`src/rtl/irrigation_zone_ctrl.sv`:
```
// Round-robin multi-zone irrigation sequencer: one valve plus the shared pump at a time.
// Define IRR_SOAK_EN to add a SOAK_CYCLES dwell (valves closed) after each watering.
module irrigation_zone_ctrl #(
    parameter int unsigned ZONES       = 4,
    parameter int unsigned SENSE_W     = 8,
    parameter int unsigned TIME_W      = 8,
    parameter int unsigned SOAK_CYCLES = 16
) (
    input  logic                     clk,
    input  logic                     rst_n,
    input  logic                     enable_i,
    input  logic [ZONES*SENSE_W-1:0] m_sense_i,
    input  logic [SENSE_W-1:0]       l_sense_i,
    input  logic [SENSE_W-1:0]       l_thresh_i,
    input  logic [SENSE_W-1:0]       m_thresh_1_i,
    input  logic [SENSE_W-1:0]       m_thresh_2_i,
    input  logic [TIME_W-1:0]        water_time_i,
    output logic [ZONES-1:0]         valve_o,
    output logic                     pump_on_o,
    output logic [$clog2(ZONES)-1:0] active_zone_o,
    output logic [1:0]               state_o,
    output logic                     cycle_done_o
);

    localparam int unsigned ZW = $clog2(ZONES);

    localparam logic [1:0] StIdle  = 2'b00;
    localparam logic [1:0] StScan  = 2'b01;
    localparam logic [1:0] StWater = 2'b10;
    localparam logic [1:0] StSoak  = 2'b11;

    logic [1:0]         state_q, state_d;
    logic [TIME_W:0]    timer_q, timer_d;
    logic [ZW-1:0]      rr_q, rr_d;
    logic [ZW-1:0]      az_q, az_d;
    logic [ZONES-1:0]   valve_q, valve_d;
    logic               pump_q, pump_d;
    logic               done_q, done_d;

`ifdef IRR_SOAK_EN
    localparam int unsigned SW = $clog2(SOAK_CYCLES + 1);
    logic [SW-1:0]      soak_q, soak_d;
`endif

    logic [ZONES-1:0]   dry, vdry;
    logic [SENSE_W-1:0] m_z;
    logic               dark;
    logic               found;
    logic [ZW-1:0]      pick;
    logic [ZW:0]        idx;
    logic [TIME_W:0]    dur;

    assign dark = l_sense_i < l_thresh_i;

    always_comb begin
        dry  = '0;
        vdry = '0;
        m_z  = '0;
        for (int unsigned z = 0; z < ZONES; z++) begin
            m_z     = m_sense_i[z*SENSE_W +: SENSE_W];
            vdry[z] = m_z < m_thresh_2_i;
            dry[z]  = (m_z < m_thresh_1_i) | vdry[z];
        end
    end

    // First dry zone at or after the round-robin pointer, wrapping modulo ZONES.
    always_comb begin
        found = 1'b0;
        pick  = rr_q;
        idx   = '0;
        for (int unsigned i = 0; i < ZONES; i++) begin
            idx = {1'b0, rr_q} + (ZW+1)'(i);
            if (idx >= (ZW+1)'(ZONES)) idx = idx - (ZW+1)'(ZONES);
            if (!found && dry[idx[ZW-1:0]]) begin
                found = 1'b1;
                pick  = idx[ZW-1:0];
            end
        end
        dur = vdry[pick] ? {water_time_i, 1'b0} : {1'b0, water_time_i};
    end

    always_comb begin
        state_d = state_q;
        timer_d = timer_q;
        rr_d    = rr_q;
        az_d    = az_q;
        valve_d = valve_q;
        pump_d  = pump_q;
        done_d  = 1'b0;
`ifdef IRR_SOAK_EN
        soak_d  = soak_q;
`endif
        case (state_q)
            StIdle: begin
                if (enable_i && dark) state_d = StScan;
            end
            StScan: begin
                if (enable_i && dark && found && (dur != '0)) begin
                    state_d       = StWater;
                    az_d          = pick;
                    timer_d       = dur;
                    valve_d       = '0;
                    valve_d[pick] = 1'b1;
                    pump_d        = 1'b1;
                end else begin
                    state_d = StIdle;
                end
            end
            StWater: begin
                if (!enable_i) begin
                    state_d = StIdle;
                    timer_d = '0;
                    valve_d = '0;
                    pump_d  = 1'b0;
                end else begin
                    timer_d = timer_q - 1'b1;
                    if (timer_q == (TIME_W+1)'(1)) begin
                        valve_d = '0;
                        pump_d  = 1'b0;
                        done_d  = 1'b1;
                        rr_d    = (az_q == ZW'(ZONES - 1)) ? '0 : az_q + 1'b1;
`ifdef IRR_SOAK_EN
                        state_d = StSoak;
                        soak_d  = SW'(SOAK_CYCLES - 1);
`else
                        state_d = StScan;
`endif
                    end
                end
            end
            StSoak: begin
`ifdef IRR_SOAK_EN
                if (!enable_i) state_d = StIdle;
                else if (soak_q == '0) state_d = StScan;
                else soak_d = soak_q - 1'b1;
`else
                state_d = StIdle;
`endif
            end
            default: state_d = StIdle;
        endcase
    end

    always_ff @(posedge clk or negedge rst_n) begin
        if (!rst_n) begin
            state_q <= StIdle;
            timer_q <= '0;
            rr_q    <= '0;
            az_q    <= '0;
            valve_q <= '0;
            pump_q  <= 1'b0;
            done_q  <= 1'b0;
`ifdef IRR_SOAK_EN
            soak_q  <= '0;
`endif
        end else begin
            state_q <= state_d;
            timer_q <= timer_d;
            rr_q    <= rr_d;
            az_q    <= az_d;
            valve_q <= valve_d;
            pump_q  <= pump_d;
            done_q  <= done_d;
`ifdef IRR_SOAK_EN
            soak_q  <= soak_d;
`endif
        end
    end

    assign valve_o       = valve_q;
    assign pump_on_o     = pump_q;
    assign active_zone_o = az_q;
    assign state_o       = state_q;
    assign cycle_done_o  = done_q;

endmodule

```
`config.mk`:
```
export PLATFORM = sky130hd
export DESIGN_NAME = irrigation_zone_ctrl
export DESIGN_NICKNAME = d
export VERILOG_FILES = /design/src/rtl/irrigation_zone_ctrl.sv
export SDC_FILE = /design/constraint.sdc
export NUM_CORES = 1
export LEC_CHECK = 0
export ABC_CLOCK_PERIOD_IN_PS = 2100
export CAP_MARGIN = 20
export CORE_ASPECT_RATIO = 0.6
export CORE_MARGIN = 8
export CORE_UTILIZATION = 44
export DETAILED_ROUTE_END_ITERATION = 12
export PLACE_DENSITY = 0.8
export SLEW_MARGIN = 20
export SYNTH_ARGS = -nofsm -noshare
export SYNTH_HDL_FRONTEND = slang
export SYNTH_SLANG_ARGS = --single-unit
```
`constraint.sdc`:
```
create_clock -name clk -period 2.1 [get_ports clk]
set_input_delay 0.42 -clock clk [delete_from_list [all_inputs] [get_ports clk]]
set_output_delay 0.42 -clock clk [all_outputs]
set_load 0.005 [all_outputs]
```
== After elaboration in Yosys (flattened, before gate mapping) ==
Index checks and enable logic that the tools add are counted.

* $add $sub $neg: 9
* Magnitude comparators: 19
* Eq/ne operators: 8
* Muxes and demuxes: 45
* Bitwise gates (word level): 4
* Reductions and logical operators: 18

{| class="wikitable"
|+ Operators with widths
! cell !! number
|-
| 8-bit less-than comparator || 9
|-
| 9-bit two-way mux || 3
|-
| 2-bit two-way mux || 13
|-
| 9-bit case mux with 2 select lines || 1
|-
| 1-bit two-way mux || 16
|-
| 2-bit by 3-bit less-than comparator with 1-bit output, second input constant || 5
|-
| 4-bit two-way mux || 3
|-
| 1-bit binary-select mux with 2-bit select || 5
|-
| 9-bit by 1-bit equality test with 1-bit output, second input constant || 1
|-
| 3-bit greater-or-equal comparator, second input constant || 3
|-
| 9-bit nonzero test || 1
|-
| 9-bit by 1-bit subtractor with 9-bit output, second input constant || 1
|-
| 2-bit case mux with 4 select lines || 1
|-
| 4-bit case mux with 2 select lines || 1
|-
| 2-bit by 1-bit subtractor with 2-bit output, second input constant || 4
|-
| 1-bit logical AND || 7
|-
| 2-bit by 2-bit adder with 3-bit output, second input constant || 2
|-
| 2-bit equality test, second input constant || 3
|-
| 2-bit AND reduction || 3
|-
| 3-bit AND reduction || 2
|-
| 2-bit inequality test, second input constant || 2
|-
| 1-bit bitwise OR || 4
|-
| 2-bit by 1-bit adder with 3-bit output, second input constant || 1
|-
| 2-bit by 3-bit greater-or-equal comparator with 1-bit output, second input constant || 1
|-
| other kinds (9) || 11
|}

* Flip-flop bits (word level): 21
* Output and inout port bits: 10

== Logic depth before layout (Yosys ltp) ==
Gate-level depths: netlist of the first run.

* Word-level depth: 21
* Depth in mapped cells: 12
* Mapped depth without buffers: 12

== Worst setup path before layout of the first run ==
Ideal clock, no wire load.

* Kind: input to register
* From: input m_thresh_2_i[2]
* To: register timer_q[6]
* Setup time: 0.125 ns
* Data arrival time: 2.886 ns
* Slack: -0.911 ns
* Stages on the path: 12
* Path buffers: 0
* Cells stage by stage: inv_1 ha_1 a211oi_1 o21ai_1 a211oi_2 or2_2 nor3_1 or3_1 o31ai_4 mux2_2 a21oi_1 a21oi_1

* Word-level cells in the longest chain between the ends: 21
* Elaborated cells between the ends (all ways): 40
* Those cells by class: order compare: 4; eq/ne: 1; mux: 21; bitwise: 4; reduce/logical: 10

{| class="wikitable"
|+ RTL lines
! what !! RTL line !! RTL
|-
| start: declaration || 16 || <nowiki>input logic [SENSE_W-1:0] m_thresh_2_i,</nowiki>
|-
| 8-bit less-than comparator || 61 || <nowiki>vdry[z] = m_z < m_thresh_2_i;</nowiki>
|-
| 1-bit bitwise OR || 62 || <nowiki>dry[z] = (m_z < m_thresh_1_i) | vdry[z];</nowiki>
|-
| 1-bit binary-select mux with 2-bit select || 74 || <nowiki>if (!found && dry[idx[ZW-1:0]]) begin</nowiki>
|-
| 1-bit two-way mux (implied by the code) || 74 ||
|-
| 1-bit two-way mux || 74 ||
|-
| 1-bit logical NOT || 74 ||
|-
| 1-bit logical AND || 74 ||
|-
| 1-bit two-way mux || 74 ||
|-
| (+5 left out) || n/a ||
|-
| 2-bit two-way mux || 74 ||
|-
| 1-bit binary-select mux with 2-bit select || 79 || <nowiki>dur = vdry[pick] ? {water_time_i, 1'b0} : {1'b0, water_time_i};</nowiki>
|-
| 1-bit two-way mux (implied by the code) || 79 ||
|-
| 9-bit two-way mux || 79 ||
|-
| 9-bit nonzero test || 98 || <nowiki>if (enable_i && dark && found && (dur != '0)) begin</nowiki>
|-
| 1-bit logical AND || 98 ||
|-
| 2-bit inequality test (no source line) || n/a ||
|-
| 2-bit AND reduction (no source line) || n/a ||
|-
| end signal: assignment || 158 || <nowiki>timer_q <= timer_d;</nowiki>
|-
| end: declaration || 33 || <nowiki>logic [TIME_W:0] timer_q, timer_d;</nowiki>
|}

Several ways; a longest one is shown, not always the timed one. The select of a mux whose other input is x is not followed.
A chain may end at the register's enable or synchronous reset.

== Final worst setup path of the first run ==
* From: input m_thresh_2_i[0]
* To: register timer_q[3]

The elaborated chain is that of the path after synthesis.

==> run summary, run 1 <==
status - finished, violations left
failing checks - setup timing
Post-DRT Antenna Nets - 0
GR Util All Layers - 0.280
nets@finish - 677
RSZ-0062 raised after global routing - true
Final setup viols - 18
pwr dens - 529 nW/µm²
Filler Cells Inserted - 221
DR vias - 4118
full die area - 9440 µm²
Row Count - 22
clk slew on worst S/H paths - 0.08 ns
Critical Path Fanout Max - 6
mapped cell area - 2870 µm²
Multi-input gate area - 3060 µm²
WL per Instance - 26.9 µm
TritonCTS clock tree - done
WP data arrival - 3.40 ns
DR top layer - met4
PortBufs - 84
Worst Setup Start Kind - input pin
placed insts - 574
Routed WL - 16600 µm
Worst R2R End - timer_q[4]
Core Box Area - 6190 µm²
met3 WL - 1940 µm
CTS root buffer - clkbuf_8
Placement Cell Area - 4490 µm²
final hold violations - 0
width of the die - 120 µm
Post-synth EDFFs - 0
Iter 0 DRT Violations - 612
max capacitance violation total - 0
Layout Area Growth over Synthesis - 97.1%
Switch Pwr - 1.31 mW
num ports - 85
fin crit share - 1.55
Setup crit start - m_thresh_2_i[0]
Overflow after GRT - 0
Via-to-Cell Ratio - 6.65
Syn Inst Count - 342
Leakage - 2.56 nW
# hold bufs at CTS - 0
routability congestion estimate - 0.915
logic gate share of total power - 0.671
min-delay worst type - in -> async
Top FF cell, synth - dfrtp_1
Int Pwr - 1.68 mW
yosys warns - 0
Clock Sinks - 21
hpwl dp - 9180 µm
Slew @ Worst Pin - 0.807 ns
Setup WS pre-CTS - -1.69 ns
Yosys cell types - 54
r2r setup slk - -0.51 ns
#FFs+latches synth - 21
Met1 Routed Length - 6490 µm
Switching Share - 0.439
sequential standard cell area - 526 µm²
Reg2Reg Depth - 7
vias in the first global route - 3899
Syn Area/Cell - 8.38 µm²
most common cell after layout, fill and taps aside - buf_4
post-route setup slack - -1.15 ns
share of layout cells above drive strength 1 - 0.518
fin. max-slew vios - 0
final instance area - 5650 µm²
clock power share - 0.093
number of antenna diodes - 0
clk_lat worst skew - 0.27 ns
WL met2 - 7430 µm
Pwr Total - 2.99 mW
Die Height - 78.5 µm
H-tree Lvls - 1
post-route minimum period - 3.25 ns
final core occ - 0.912
most frequent cells in the layout - buf_4 (76), clkdlybuf4s50_1 (34), ha_4 (31)
slew margin rel. - 0.457
largest net degree at the start of global routing - 22
first-pass GRT wire length - 21000 µm
Clock Tree Buf Depth - 2
Worst IR Drop VDD - 497 µV
TritonCTS Buffers - 3
WS Path Type - in -> reg
Syn Nets - 483
initial antenna violation count - 0
WP data required - 2.24 ns
drc violations - 0
sequential area share after synthesis - 0.183
Worst setup EP type - flop
f_max - 0.307 GHz
ys async rst share - 1.00
worst clock skew - 0.00211 ns
fin cells - 619
Worst R2R Start - rr_q[1]
Flop pwr share - 0.236
Detailed Routing Iterations Pass 1 - 6
initial core utilization - 0.463
Setup crit end - timer_q[3]
[stage by stage]
step | TNS, ns | hold WS [ns]
6_report | -15.30 | 0.519
5_1_grt | -15.67 | 0.549
4_1_cts | -10.50 | 0.502
3_5_place_dp | -24.43 | 0.490
3_3_place_gp | -24.07 | 0.494
2_1_floorplan | -9.32 | 0.124
[flip-flops by register name, summed over array words and instances, names as in the netlist]
register	flops
timer_q	9
valve_o	4
active_zone_o	2
rr_q	2
state_o	2
cycle_done_o	1
pump_on_o	1
[synth_stat cells (all sizes together), types with 2 or more instances]
master	count	area share
o21a	4	0.010
a31oi	6	0.018
nand3	7	0.012
and4	3	0.0092
nor2	21	0.028
nand2b	9	0.020
nand2	28	0.037
o221ai	3	0.0092
nor3b	3	0.0079
a41oi	2	0.0061
nor2b	5	0.011
a221o	2	0.0070
o22ai	4	0.0087
nor3	10	0.017
or3	3	0.0065
or2	3	0.0065
a22o	4	0.012
o31ai	2	0.010
mux2i	8	0.032
nor4	4	0.0087
ha	66	0.29
a21o	4	0.010
o32ai	3	0.012
a21oi	29	0.051
dfrtp	21	0.18
clkbuf	2	0.0026
mux2	4	0.016
a211o	3	0.0092
a211oi	6	0.017
inv	30	0.039
o21ai	27	0.047
and2	2	0.0044
[critical path: stages]
cell           delay, ns
dlygate4sd2_1       0.49
nor2b_1             0.29
o21ai_2             0.11
a211oi_2            0.25
or2_4               0.19
buf_6               0.11
nor3_2              0.04
or3_4               0.41
o31ai_4             0.24
buf_12              0.17
buf_6               0.09
mux2_4              0.29
a21oi_2             0.19
o21ai_1             0.10
[power by group through the flow]
stage          clock network (mW)  registers (mW)  logic [mW]
2_1_floorplan                   0           0.649       0.712
3_3_place_gp                    0           0.675        1.33
3_5_place_dp                    0           0.682        1.37
4_1_cts                     0.270           0.675        1.64
5_1_grt                     0.288           0.712        2.09
6_report                    0.277           0.707        2.01
[worst min path at each step]
stage	start	endpoint	cells past startpoint
floorplan	rst_n	active_zone_o[0]	0
global placement	state_o[0]	state_o[0]	1
detailed placement	valve_o[2]	valve_o[2]	1
CTS	rst_n	timer_q[2]	2
global route	rst_n	timer_q[4]	2
finish	rst_n	timer_q[8]	2
[cell type report]
class | instances | share of cell area
well taps | 84 | 0.0186
flip-flops and latches | 21 | 0.0930
multi-input cells | 289 | 0.542
inverters | 30 | 0.0292
clock buffers | 4 | 0.00797
repair buffers | 191 | 0.309
[cell families (layout without fill, tap and decap cells)]
kind of cell    after synthesis  after routing  share of synthesized area
flops                        21             21                      0.183
fa+ha+maj                    67             67                      0.292
simple gates                103            103                      0.182
compound gates              106            106                      0.250
xor+xnor                      1              1                    0.00306
buf+inv                      32            225                     0.0419
mux                          12             12                     0.0480
[timing repair]
action | 4_1_cts | 5_1_grt
setup buffers | 26 | 17
endpoints found under the hold margin | 0 | 0
resized for setup | 248 | 72
pin swaps | 65 | 43
endpoints found under the setup margin | 17 | 18
cloned | 1 | 0
[layer usage]
metal,GRT usage,vias up
met5,0,-
met4,0.107,0
met3,0.0657,95
met2,0.454,375
met1,0.357,1966
li1,-,1682
Note: power is estimated with default switching activity, not from simulation.
==> run 2: changes to the inputs <==
Settings changed: CTS_BUF_LIST set to sky130_fd_sc_hd__clkbuf_16, GPL_ROUTABILITY_DRIVEN set to 0.
==> run 2 against run 1 <==
Net effect: clock power rose by 53%; global-route usage grew 2.2 points; design area decreased by 0.40%; critical endpoint is now timer_q[4]; clock skew increased by 0.0033 ns; highest routed layer unchanged; core utilization fell by 0.36 points; die area did not move; the flow still finishes with violations (setup timing); first-iteration DRC count is 40% higher.
==> run summary, run 2 (synthesized netlist as in run 1, its figures left out) <==
Via-to-Cell Ratio - 7.17
TritonCTS clock tree - done
Worst Setup Start Kind - input pin
Die Height - 78.5 µm
fin. max-slew vios - 0
hold slack - 0.507 ns
Most common cell on crit path - buf_4
Clock Sinks - 21
Worst setup EP type - flop
fin crit share - 1.52
Worst R2R Start - rr_q[1]
status - finished, violations left
final hold violations - 0
Layout Area Growth over Synthesis - 96.3%
initial core utilization - 0.463
Post-DRT Antenna Nets - 0
width of the die - 120 µm
Setup WS pre-CTS - -1.67 ns
max incr delay on CP - 0.40 ns
max capacitance violation total - 0
worst clock skew - 0.00536 ns
Final setup viols - 18
post-route minimum period - 3.19 ns
full die area - 9440 µm²
WP data required - 2.21 ns
Detailed Routing Iterations Pass 1 - 6
largest net degree at the start of global routing - 22
CP Cell Sequence - buf_4, inv_4, buf_4, ha_4, a21oi_2, o21ai_2, a21oi_4, nor2_4, or3_4, a31oi_4, mux2i_4, mux2i_2, o221ai_2
RSZ-0062 raised after global routing - true
post-route setup slack - -1.09 ns
failing checks - setup timing
pwr dens - 570 nW/µm²
Leakage - 2.49 nW
hpwl dp - 9210 µm
Critical Path Fanout Max - 4
setup TNS - -14.33 ns
min-delay worst type - in -> async
PortBufs - 84
WL per Instance - 29.8 µm
clk slew on worst S/H paths - 0.06 ns
Iter 0 DRT Violations - 858
WS Path Type - in -> reg
Clock Tree Buf Depth - 2
Setup crit start - m_thresh_1_i[7]
share of layout cells above drive strength 1 - 0.535
vias in the first global route - 4157
TritonCTS Buffers - 3
Worst IR Drop VDD - 473 µV
Overflow after GRT - 0
Slew @ Worst Pin - 0.631 ns
Row Count - 22
final core occ - 0.908
most common cell after layout, fill and taps aside - buf_4
slew margin rel. - 0.578
most frequent cells in the layout - buf_4 (70), clkdlybuf4s50_1 (37), ha_4 (35)
num ports - 85
Pwr Total - 3.21 mW
initial antenna violation count - 3
f_max - 0.314 GHz
DR vias - 4321
nets@finish - 660
Core Box Area - 6190 µm²
clk_lat worst skew - 0.26 ns
Slowest cell on crit path - or3_4
# hold bufs at CTS - 0
WP data arrival - 3.30 ns
Largest Register - timer_q
number of flip-flops in the largest register - 9
Routed WL - 18000 µm
H-tree Lvls - 1
CTS root buffer - clkbuf_16
GR Util All Layers - 0.303
drc violations - 0
first-pass GRT wire length - 22600 µm
run 2: cell types whose count changed in the layout (fill, tap and decap cells not counted), sizes merged:
cell | before | now
buf | 130 | 118
clkbuf | 8 | 9
clkdlybuf4s15 | 7 | 3
clkdlybuf4s50 | 34 | 37
clkinvlp | 0 | 1
diode | 0 | 1
dlygate4sd2 | 10 | 6
dlymetal6s2s | 6 | 4
run 2: power by group:
part | internal (mW) | total (mW) | switching, mW
logic | 0.990 | 2.07 | 1.09
clock network | 0.258 | 0.424 | 0.166
registers | 0.538 | 0.707 | 0.169
run 2: final cells by class:
cell class | count | area, µm²
tap | 84 | 105
fill | 212 | 567
antenna | 1 | 2.50
clock buffer | 3 | 75.1
sequential | 21 | 526
timing repair buffer | 174 | 1550
inverter | 30 | 170
multi-input combinational | 289 | 3190
clock inverter | 1 | 7.51
run 2: per-layer routing:
metal | global-route usage | part of all wire | vias up
li1 | - | - | 1655
met1 | 0.363 | 0.34 | 1933
met2 | 0.488 | 0.41 | 529
met3 | 0.0793 | 0.15 | 204
met4 | 0.172 | 0.093 | 0
met5 | 0 | 0 | -
run 2: critical path, delay by kind of cell:
kind	cells	cell delay [ns]
adder cells (fa/ha/maj)	1	0.22
AO/OA/AOI/OAI	5	1.08
AND/OR/NAND/NOR	2	0.51
buffers and inverters	3	0.36
multiplexers	2	0.68
run 2: what timing repair did:
action,CTS,global route
setup buffers,22,8
pin swaps,65,47
gates resized for setup,271,75
setup endpoints to repair,17,18
run 2: path summary, 6_finish.rpt:
check,cells after the start,end,slack [ns]
worst min register to register,1,valve_o[3],0.52
min in group clk,1,valve_o[3],0.52
worst max-delay path,13,timer_q[4],-1.09
worst max register to register,7,timer_q[4],-0.52
max in group asynchronous,2,timer_q[6],1.37
worst min-delay path,2,timer_q[0],0.51
run 2: through the flow:
step,std cells,cell area (µm²)
final,603,5630
after global routing,603,5630
after CTS,595,5330
after detailed placement,570,4450
after global placement,570,4450
after floorplan,342,3040
